**config.mk**
```make
export PLATFORM = sky130hd
export DESIGN_NAME = mem_stage
export DESIGN_NICKNAME = d
export VERILOG_FILES = /design/src/rtl/pipeline_flow_types.sv /design/src/rtl/load_align.sv /design/src/rtl/mem_stage.sv
export SDC_FILE = /design/constraint.sdc
export NUM_CORES = 1
export LEC_CHECK = 0
export ABC_AREA = 0
export CAP_MARGIN = 30
export CORE_AREA = 5 5 159 161
export CTS_CLUSTER_DIAMETER = 150
export DETAILED_ROUTE_END_ITERATION = 16
export DIE_AREA = 0 0 164 166
export PLACE_DENSITY = 0.78
export SYNTH_ARGS = -nofsm -noshare
export SYNTH_HDL_FRONTEND = slang
export SYNTH_HIERARCHICAL = 1
export SYNTH_SLANG_ARGS = --single-unit
```
**constraint.sdc**
```tcl
create_clock -name clk -period 1.45 [get_ports clk]
set_clock_uncertainty 0.1 [all_clocks]
set_input_delay 0.145 -clock clk [delete_from_list [all_inputs] [get_ports clk]]
set_output_delay 0.145 -clock clk [all_outputs]
set_load 0.1 [all_outputs]
```
**src/rtl/pipeline_flow_types.sv**
```systemverilog
`default_nettype none
// ============================================================================
// Package     : pipeline_flow_types
// Description : Pipeline-register flow structs and control encodings shared
//               by the EX/MEM and MEM/WB stages.
// Revision    : 1.0 - initial release
// ============================================================================
package pipeline_flow_types;

    typedef enum logic [1:0] {
        SIZE_B = 2'd0,
        SIZE_H = 2'd1,
        SIZE_W = 2'd2
    } mem_size_t;

    localparam logic [1:0] MEMTOREG_ALU = 2'd0;
    localparam logic [1:0] MEMTOREG_MEM = 2'd1;
    localparam logic [1:0] MEMTOREG_PC  = 2'd2;
    localparam logic [1:0] MEMTOREG_IMM = 2'd3;

    typedef struct packed {
        logic      MemRead;
        logic      MemWrite;
        mem_size_t MemSize;
        logic      MemUnsigned;
    } mem_ctrl_t;

    typedef struct packed {
        logic       RegWrite;
        logic [1:0] MemtoReg;
    } wb_ctrl_t;

    typedef struct packed {
        logic [31:0] alu_result;
        logic [31:0] rs2_data;
        logic [31:0] pc_incr;
        logic [31:0] immediate;
        logic [4:0]  rd_addr;
        mem_ctrl_t   mem_ctrl;
        wb_ctrl_t    wb_ctrl;
    } ex_mem_flow_t;

    typedef struct packed {
        logic [31:0] alu_result;
        logic [31:0] mem_data;
        logic [31:0] pc_incr;
        logic [31:0] immediate;
        logic [4:0]  rd_addr;
        wb_ctrl_t    wb_ctrl;
    } mem_wb_flow_t;

endpackage
`default_nettype wire

```
**src/rtl/load_align.sv**
```systemverilog
`default_nettype none
// ============================================================================
// Module      : load_align
// Description : Shifts the addressed lane of a read word down to bit 0 and
//               sign- or zero-extends it to 32 bits.
// Revision    : 1.0 - initial release
// ============================================================================
module load_align
    import pipeline_flow_types::*;
(
    input  logic [31:0] i_rdata,
    input  logic [1:0]  i_offset,
    input  mem_size_t   i_size,
    input  logic        i_unsigned,
    output logic [31:0] o_data
);

    logic [31:0] w_shifted;
    logic        w_sign_b;
    logic        w_sign_h;

    assign w_shifted = i_rdata >> {i_offset, 3'b000};
    assign w_sign_b  = ~i_unsigned & w_shifted[7];
    assign w_sign_h  = ~i_unsigned & w_shifted[15];

    always_comb begin
        o_data = w_shifted;
        case (i_size)
            SIZE_B:  o_data = {{24{w_sign_b}}, w_shifted[7:0]};
            SIZE_H:  o_data = {{16{w_sign_h}}, w_shifted[15:0]};
            default: o_data = w_shifted;
        endcase
    end

endmodule
`default_nettype wire

```
**src/rtl/mem_stage.sv**
```systemverilog
`default_nettype none
// ============================================================================
// Module      : mem_stage
// Description : Pipeline memory stage: variable-latency load/store bus master
//               with lane alignment, misalign trap, timeout and MEM forwarding.
// Revision    : 1.0 - initial release
// ============================================================================
module mem_stage
    import pipeline_flow_types::*;
#(
    parameter int TIMEOUT = 255
) (
    input  logic         clk,
    input  logic         rst,
    input  ex_mem_flow_t inflow,
    input  logic         in_valid,
    output mem_wb_flow_t outflow,
    output logic         out_valid,
    output logic         stall,
    output logic [31:0]  fwd_data,
    output logic         misalign,
    output logic         bus_err,
    output logic         dmem_req,
    output logic         dmem_we,
    output logic [31:0]  dmem_addr,
    output logic [31:0]  dmem_wdata,
    output logic [3:0]   dmem_be,
    input  logic         dmem_ack,
    input  logic [31:0]  dmem_rdata
);

    typedef enum logic [1:0] {
        ST_IDLE = 2'd0,
        ST_BUSY = 2'd1,
        ST_DONE = 2'd2
    } state_t;

    localparam int              CNT_W = (TIMEOUT > 1) ? $clog2(TIMEOUT) : 1;
    localparam logic [CNT_W-1:0] CNT_LAST = CNT_W'(TIMEOUT - 1);

    state_t           r_state;
    state_t           w_next;
    logic [CNT_W-1:0] r_cnt;
    logic [31:0]      r_addr;
    logic [31:0]      r_wdata;
    logic [3:0]       r_be;
    logic             r_we;
    mem_size_t        r_size;
    logic             r_unsigned;
    logic [31:0]      r_rdata_q;
    logic             r_err;

    logic             w_access;
    logic             w_misaligned;
    logic [3:0]       w_be;
    logic [31:0]      w_wdata;
    logic [31:0]      w_load_val;
    logic             w_stall;
    logic             w_out_valid;
    logic             w_misalign;
    logic             w_bus_err;
    logic             w_kill_wb;

    assign w_access = in_valid & (inflow.mem_ctrl.MemRead | inflow.mem_ctrl.MemWrite);

    always_comb begin
        w_misaligned = 1'b0;
        w_be         = 4'b1111;
        w_wdata      = inflow.rs2_data;
        case (inflow.mem_ctrl.MemSize)
            SIZE_B: begin
                w_be    = 4'b0001 << inflow.alu_result[1:0];
                w_wdata = {4{inflow.rs2_data[7:0]}};
            end
            SIZE_H: begin
                w_misaligned = inflow.alu_result[0];
                w_be         = 4'b0011 << inflow.alu_result[1:0];
                w_wdata      = {2{inflow.rs2_data[15:0]}};
            end
            default: begin
                w_misaligned = |inflow.alu_result[1:0];
            end
        endcase
        w_misaligned = w_misaligned & w_access;
    end

    load_align u_load_align (
        .i_rdata    (dmem_rdata),
        .i_offset   (r_addr[1:0]),
        .i_size     (r_size),
        .i_unsigned (r_unsigned),
        .o_data     (w_load_val)
    );

    always_comb begin
        w_next      = r_state;
        w_stall     = 1'b0;
        w_out_valid = 1'b0;
        w_misalign  = 1'b0;
        w_bus_err   = 1'b0;
        w_kill_wb   = 1'b0;
        case (r_state)
            ST_IDLE: begin
                if (w_access && !w_misaligned) begin
                    w_stall = 1'b1;
                    w_next  = ST_BUSY;
                end else begin
                    w_out_valid = in_valid;
                    w_misalign  = w_misaligned;
                    w_kill_wb   = w_misaligned;
                end
            end
            ST_BUSY: begin
                w_stall = 1'b1;
                if (dmem_ack) begin
                    w_next = ST_DONE;
                end else if (r_cnt == CNT_LAST) begin
                    w_bus_err = 1'b1;
                    w_next    = ST_DONE;
                end
            end
            ST_DONE: begin
                w_out_valid = 1'b1;
                w_kill_wb   = r_err;
                w_next      = ST_IDLE;
            end
            default: w_next = ST_IDLE;
        endcase
    end

    always_ff @(posedge clk) begin
        if (rst) begin
            r_state    <= ST_IDLE;
            r_cnt      <= '0;
            r_rdata_q  <= '0;
            r_err      <= 1'b0;
            r_addr     <= '0;
            r_wdata    <= '0;
            r_be       <= '0;
            r_we       <= 1'b0;
            r_size     <= SIZE_B;
            r_unsigned <= 1'b0;
        end else begin
            r_state <= w_next;
            case (r_state)
                ST_IDLE: begin
                    r_cnt <= '0;
                    r_err <= 1'b0;
                    if (w_access && !w_misaligned) begin
                        r_addr     <= inflow.alu_result;
                        r_wdata    <= w_wdata;
                        r_be       <= w_be;
                        r_we       <= inflow.mem_ctrl.MemWrite;
                        r_size     <= inflow.mem_ctrl.MemSize;
                        r_unsigned <= inflow.mem_ctrl.MemUnsigned;
                    end
                end
                ST_BUSY: begin
                    r_cnt <= r_cnt + CNT_W'(1);
                    if (dmem_ack) begin
                        r_rdata_q <= w_load_val;
                    end
                    if (w_bus_err) begin
                        r_err <= 1'b1;
                    end
                end
                default: ;
            endcase
        end
    end

    // Handshake outputs are held inactive while reset is asserted.
    assign stall      = w_stall & ~rst;
    assign out_valid  = w_out_valid & ~rst;
    assign misalign   = w_misalign & ~rst;
    assign bus_err    = w_bus_err & ~rst;
    assign dmem_req   = (r_state == ST_BUSY) & ~rst;
    assign dmem_we    = r_we;
    assign dmem_addr  = {r_addr[31:2], 2'b00};
    assign dmem_wdata = r_wdata;
    assign dmem_be    = r_be;

    always_comb begin
        outflow.alu_result = inflow.alu_result;
        outflow.mem_data   = r_rdata_q;
        outflow.pc_incr    = inflow.pc_incr;
        outflow.immediate  = inflow.immediate;
        outflow.rd_addr    = inflow.rd_addr;
        outflow.wb_ctrl    = inflow.wb_ctrl;
        if (w_kill_wb) begin
            outflow.wb_ctrl.RegWrite = 1'b0;
        end
    end

    always_comb begin
        case (inflow.wb_ctrl.MemtoReg)
            MEMTOREG_PC:  fwd_data = inflow.pc_incr;
            MEMTOREG_IMM: fwd_data = inflow.immediate;
            default:      fwd_data = inflow.alu_result;
        endcase
    end

endmodule
`default_nettype wire

```
==> impl_results.md, run 1 <==
* Status: complete, but fails checks
* Failing checks: negative setup slack
* Drt drc at 0
* Global-route wire length before repair at 51,400 um
* Critical Path AT at 1710 ps
* Nets at 1,523
* Chip width at between 150 and 200 um
* CTS H-Tree Depth at 4
* Row cnt at 57
* WL/cell at 22.4 um
* Drt via density at between 5 and 6
* M2 GR Usage at 0.439
* Syn_area_per_cell at approximately 8 um^2
* Grt total ovfl at 0
* CTS tree: built
* Top Usage Layer GRT: met2
* Slew Limit Fails at 0
* Worst VDD drop at a little over 0.9 mV
* DR vias at 8,551
* Initial antenna violation count at 1
* Leakage at 6.88 nW
* CP startpoint: r_state[0]
* Crit path kind: reg -> out
* PwrDens at 895 nW/um^2
* Reg-to-Reg Start: r_addr[1]
* Clk sinks at 115
* R2R setup slack at -300 ps
* Largest net degree at the start of global routing at 39
* Slew headroom at 0.636
* Crit end category: output port
* IO buf count at 406
* Clk slew on worst S/H paths at ~60 ps
* CTS Buffer Depth at 2
* HPWL Detailed at 25,900 um
* Max-cap violation count at 0
* CTS root buf: clkbuf_16
* EDFF count, synth at 0
* Worst slack, placed at -483 ps
* Gr usage total at 0.241
* Met1 Use GR at 0.257
* Core area at ~24,000 um^2
* Crit path time final at just under 2000 ps
* Asr flop ratio synth at 0
* Worst hold path class: in -> reg
* Commonest non-fill, non-tap cell in the layout: buf_12
* Commonest non-fill, non-tap cells in the layout: 256 x buf_12, 167 x nand2_1, 162 x buf_4, 158 x clkdlybuf4s50_1, 105 x dfxtp_1
* Initial Utilization at 0.313
* CP max FO at 3
* Final WS setup at -501 ps
* Final Hold Fails at 0
* Final ANT Viol Nets at 0
* Total wire length at 37,700 um
* IO Pins at roughly 420
* Total power draw at around 15 mW
* Insertion delay to the later sink of the worst-skew pair at 420 ps
* Layout cells sized above 1 at 0.512
* RSZ-0062 raised after global routing: yes
* Setup violators final at 114
* Reg2reg end: r_rdata_q[8]
* Cell Area, Synth at 7450 um^2
* Critical Path RT at roughly 1200 ps
* DRT iter0 DRCs at about 460
* Synth warn at 6
* Synth Flop Type: dfxtp_1
* Grt met3 use at 0.0566
* Fin crit share at 1.35
* Critical Path End: bus_err
* Area delta synth->final at 126%
* Vias in the first global route at between 8k and 9k
* Seq cells post-synth at 115
* Die Area at 27,200 um^2
* Total CTS buffers at 17
* Netlist cell types at 57
* Type of origin of the critical path: flip-flop
* Post-Synthesis Cells at 910
* Pre-antenna DRT Iters at 5
* Hold bufs inserted after CTS at 0
* R2R cell count at 7
* Max Freq at 0.513 GHz
* DIE HEIGHT at about 170 um
* Gpl congestion at 0.940
* Post-synthesis sequential area ratio at 0.309
* Worst Tran Pin Value at 547 ps
-- power by group --
part / total [mW] / switching, mW / internal (mW)
registers: 3.47 / 0.166 / 3.30
logic: 7.32 / 4.38 / 2.94
clock network: 4.29 / 1.70 / 2.60
-- state kept, by name (all words and copies together) (netlist names) --
name        cells
r_rdata_q      32
r_addr         32
dmem_be         4
r_cnt           8
dmem_we         1
r_err           1
r_size          2
dmem_wdata     32
r_unsigned      1
r_state         2
-- synth_stat cells (2+ instances only) --
| master | count | area [um^2] |
|---|---|---|
| nand2_1 | 183 | 687 |
| buf_4 | 139 | 1040 |
| mux2i_1 | 118 | 1180 |
| dfxtp_1 | 115 | 2300 |
| a21oi_1 | 92 | 460 |
| nor2_1 | 44 | 165 |
| clkbuf_1 | 35 | 131 |
| mux2_2 | 18 | 203 |
| a211oi_1 | 15 | 113 |
| nor2b_1 | 12 | 75.1 |
| buf_2 | 11 | 55.1 |
| nand2b_1 | 11 | 68.8 |
| buf_6 | 10 | 113 |
| or2_2 | 10 | 62.6 |
| o2bb2ai_1 | 9 | 78.8 |
| a41oi_1 | 8 | 70.1 |
| o211ai_1 | 8 | 60.1 |
| o22ai_1 | 8 | 50.1 |
| o21ai_0 | 7 | 35.0 |
| inv_1 | 5 | 18.8 |
| buf_1 | 3 | 11.3 |
| or3_1 | 3 | 18.8 |
| xor2_1 | 3 | 26.3 |
| a21o_1 | 2 | 15.0 |
| and3b_1 | 2 | 17.5 |
| ha_1 | 2 | 25.0 |
| mux2_4 | 2 | 30.0 |
| nand3_1 | 2 | 10.0 |
| nand3b_1 | 2 | 15.0 |
| o21ai_1 | 2 | 10.0 |
| o221a_2 | 2 | 22.5 |
| o31ai_1 | 2 | 15.0 |
-- cell families after synthesis --
kind of cell             after synthesis  share of synthesized area
other                                  1                   0.000503
XOR/XNOR                               4                    0.00470
flip-flops                           115                      0.309
adder cells (fa/ha/maj)                2                    0.00336
multiplexers                         138                      0.190
AND/OR/NAND/NOR                      284                      0.169
buffers and inverters                206                      0.188
AO/OA/AOI/OAI                        160                      0.135
-- worst max-delay path, cell delays in order (launching register included) --
cell and delay, ps:
dfxtp_4 370, or3b_4 420, nor4_4 260, buf_12 220
-- repair_timing --
item	in CTS	in global routing
buffers inserted	22	8
pin swaps	27	49
gates cloned	11	3
gates resized for setup	99	135
endpoints found under the setup margin	115	120
endpoints found under the hold margin	0	0
-- layout make-up --
type	instances	area, um^2
Antenna cell	1	2.50
Clock buffer	18	439
Clock inverter	14	154
Fill cell	1532	6970
Inverter	6	27.5
Multi-Input combinational cell	590	4960
Sequential cell	115	2320
Tap cell	324	405
Timing Repair Buffer	614	8530
-- worst min path at each step --
stage	start	to	slack, ps	depth (start not counted)
final	rst	dmem_wdata[11]	140	3
after detailed placement	inflow[8]	outflow[3]	190	0
after global routing	rst	dmem_wdata[11]	120	3
after CTS	rst	dmem_wdata[10]	70	3
after floorplan	dmem_ack	r_state[1]	170	1
after global placement	inflow[8]	outflow[3]	190	0
-- layer usage --
layer | wire, um | up-vias
met3 | 3160 | 148
li1 | - | 3839
met5 | 0 | -
met1 | 12800 | 4103
met2 | 19400 | 461
met4 | 2240 | 0
-- metrics by stage --
stage | TNS [ps] | std cells | utilization | area [um^2] | hold WS (ps)
2_1_floorplan | -5620 | 911 | - | 7980 | 168
3_3_place_gp | -35010 | 1613 | 0.621 | 14800 | 191
3_5_place_dp | -39300 | 1613 | 0.621 | 14800 | 191
4_1_cts | -23570 | 1676 | 0.683 | 16300 | 72.1
5_1_grt | -26590 | 1682 | 0.707 | 16800 | 124
6_report | -20000 | 1682 | 0.707 | 16800 | 135
Power figures use the tool's default switching activity.
==> run 2: changes to the inputs <==
--- a/config.mk
+++ b/config.mk
@@ -8,6 +8,7 @@
 export ABC_AREA = 0
 export CAP_MARGIN = 30
 export CORE_AREA = 5 5 159 161
+export CTS_BUF_LIST = sky130_fd_sc_hd__clkbuf_16
 export CTS_CLUSTER_DIAMETER = 150
 export DETAILED_ROUTE_END_ITERATION = 16
 export DIE_AREA = 0 0 164 166
==> impl_results.md, run 2 (synthesis gave the netlist of run 1 again) <==
* Status: complete, but fails checks (unchanged)
* Failing checks: negative setup slack (unchanged)
* Vias in the first global route at 8,831 (was 8,814)
* Total power draw at 15.0 mW (was 15.1 mW)
* Global-route wire length before repair at 51,400 um (about the same)
* IO Pins at 419 (unchanged)
* DR vias at 8,482 (was 8,551)
* Pre-antenna DRT Iters at 7 (was 5)
* Max-cap violation count at 0 (unchanged)
* Worst hold path class: in -> reg (unchanged)
* Fin crit share at 1.35 (about the same)
* Critical Path RT at 1210 ps (about the same)
* Core area at 23,800 um^2 (unchanged)
* DRT iter0 DRCs at 450 (was 461)
* Worst VDD drop at 0.928 mV (was 0.926 mV)
* CTS Buffer Depth at 2 (unchanged)
* CP max FO at 3 (unchanged)
* Worst Tran Pin Value at 513 ps (was 547 ps)
* RSZ-0062 raised after global routing: yes (unchanged)
* Final Util at 0.704 (was 0.707)
* PwrDens at 894 nW/um^2 (was 895 nW/um^2)
* Gr usage total at 0.241 (about the same)
* Slew Limit Fails at 0 (unchanged)
* Final ANT Viol Nets at 0 (unchanged)
* Crit path kind: reg -> out (unchanged)
* Crit end category: output port (unchanged)
* HPWL Detailed at 25,900 um (unchanged)
* IO buf count at 406 (unchanged)
* Leakage at 6.85 nW (was 6.88 nW)
* CTS H-Tree Depth at 4 (unchanged)
* R2R setup slack at -370 ps (was -300 ps)
* Layout cells sized above 1 at 0.503 (was 0.512)
* Die Area at 27,200 um^2 (unchanged)
* Row cnt at 57 (unchanged)
* Critical Path AT at 1710 ps (about the same)
* CTS tree: built (unchanged)
* Drt via density at 5.05 (was 5.08)
* WL/cell at 21.9 um (was 22.4 um)
* Slew headroom at 0.658 (was 0.636)
* Clk sinks at 115 (unchanged)
* Largest net degree at the start of global routing at 39 (unchanged)
* DIE HEIGHT at 166 um (unchanged)
* Commonest non-fill, non-tap cell in the layout: buf_12 (unchanged)
* Total wire length at 36,700 um (was 37,700 um)
* Initial Utilization at 0.313 (unchanged)
* Design area at 16,800 um^2 (about the same)
* Clk slew on worst S/H paths at 60 ps (about the same)
* Commonest non-fill, non-tap cells in the layout: 256 x buf_12, 167 x nand2_1, 158 x clkdlybuf4s50_1, 157 x buf_4, 105 x dfxtp_1 (was 256 x buf_12, 167 x nand2_1, 162 x buf_4, 158 x clkdlybuf4s50_1, 105 x dfxtp_1)
* Max Freq at 0.513 GHz (about the same)
* Placement Cell Area at 14,800 um^2 (unchanged)
* Gpl congestion at 0.940 (unchanged)
* Type of origin of the critical path: flip-flop (unchanged)
* Final WS setup at -501 ps (about the same)
* Nets at 1,520 (was 1,523)
* Final Hold Fails at 0 (unchanged)
* Drt drc at 0 (unchanged)
* Setup violators final at 114 (unchanged)
* Crit path time final at 1950 ps (about the same)
* Initial antenna violation count at 1 (unchanged)
* Insertion delay to the later sink of the worst-skew pair at 420 ps (about the same)
* Grt total ovfl at 0 (unchanged)
* Area delta synth->final at 125% (was 126%)
* Total CTS buffers at 17 (unchanged)
* Hold bufs inserted after CTS at 0 (unchanged)
* Chip width at 164 um (unchanged)
* CTS root buf: clkbuf_16 (unchanged)
==> run 2: cell types whose count changed in the layout (fill, tap and decap cells not counted), sizes merged <==
cell,change
clkbuf,-1
buf,-3
clkinv,+1
==> run 2: final cells by class <==
cell class	instances	area, um^2
clock inverter	15	158
clock buffer	17	425
tap	324	405
sequential	115	2320
inverter	6	27.5
timing repair buffer	611	8520
antenna	1	2.50
multi-input combinational	590	4900
fill	1554	7060
==> run 2: per-layer routing <==
metal	wire, um	global-route usage
met5	0	0
met4	1990	0.127
met3	2850	0.0573
met2	19100	0.436
met1	12800	0.257
==> run 2: worst max-delay path: stages (launching register included) <==
cell     delay, ps
dfxtp_4        370
or3b_4         420
nor4_4         270
buf_12         220
==> run 2: per-stage QoR <==
step           hold WS (ps)  setup TNS [ps]  cells  worst slack [ps]
2_1_floorplan           168           -5620    911              -783
3_3_place_gp            191          -35010   1613              -474
3_5_place_dp            191          -39300   1613              -483
5_1_grt                 116          -29360   1679              -531
6_report                122          -23530   1679              -501
4_1_cts                72.1          -23610   1676              -464
==> run 2: where the power goes <==
part / total, mW / internal [mW] / switching (mW)
sequential: 3.46 / 3.30 / 0.164
combinational: 7.27 / 2.93 / 4.34
clock: 4.24 / 2.54 / 1.70
==> run 2: timing repair <==
| action | in CTS | in global routing |
|---|---|---|
| gates cloned | 11 | 3 |
| pin swaps | 27 | 41 |
| gates resized for setup | 100 | 119 |
| buffers inserted | 22 | 4 |
| setup endpoints to repair | 115 | 120 |
==> run 2: path summary, 6_finish.rpt <==
| path | from | depth (start not counted) | endpoint |
|---|---|---|---|
| hold reg to reg | r_rdata_q[14] | 2 | r_rdata_q[14] |
| setup / recovery | r_state[0] | 3 | bus_err |
| setup reg to reg | r_state[1] | 7 | dmem_wdata[1] |
| hold / removal | rst | 3 | dmem_wdata[10] |
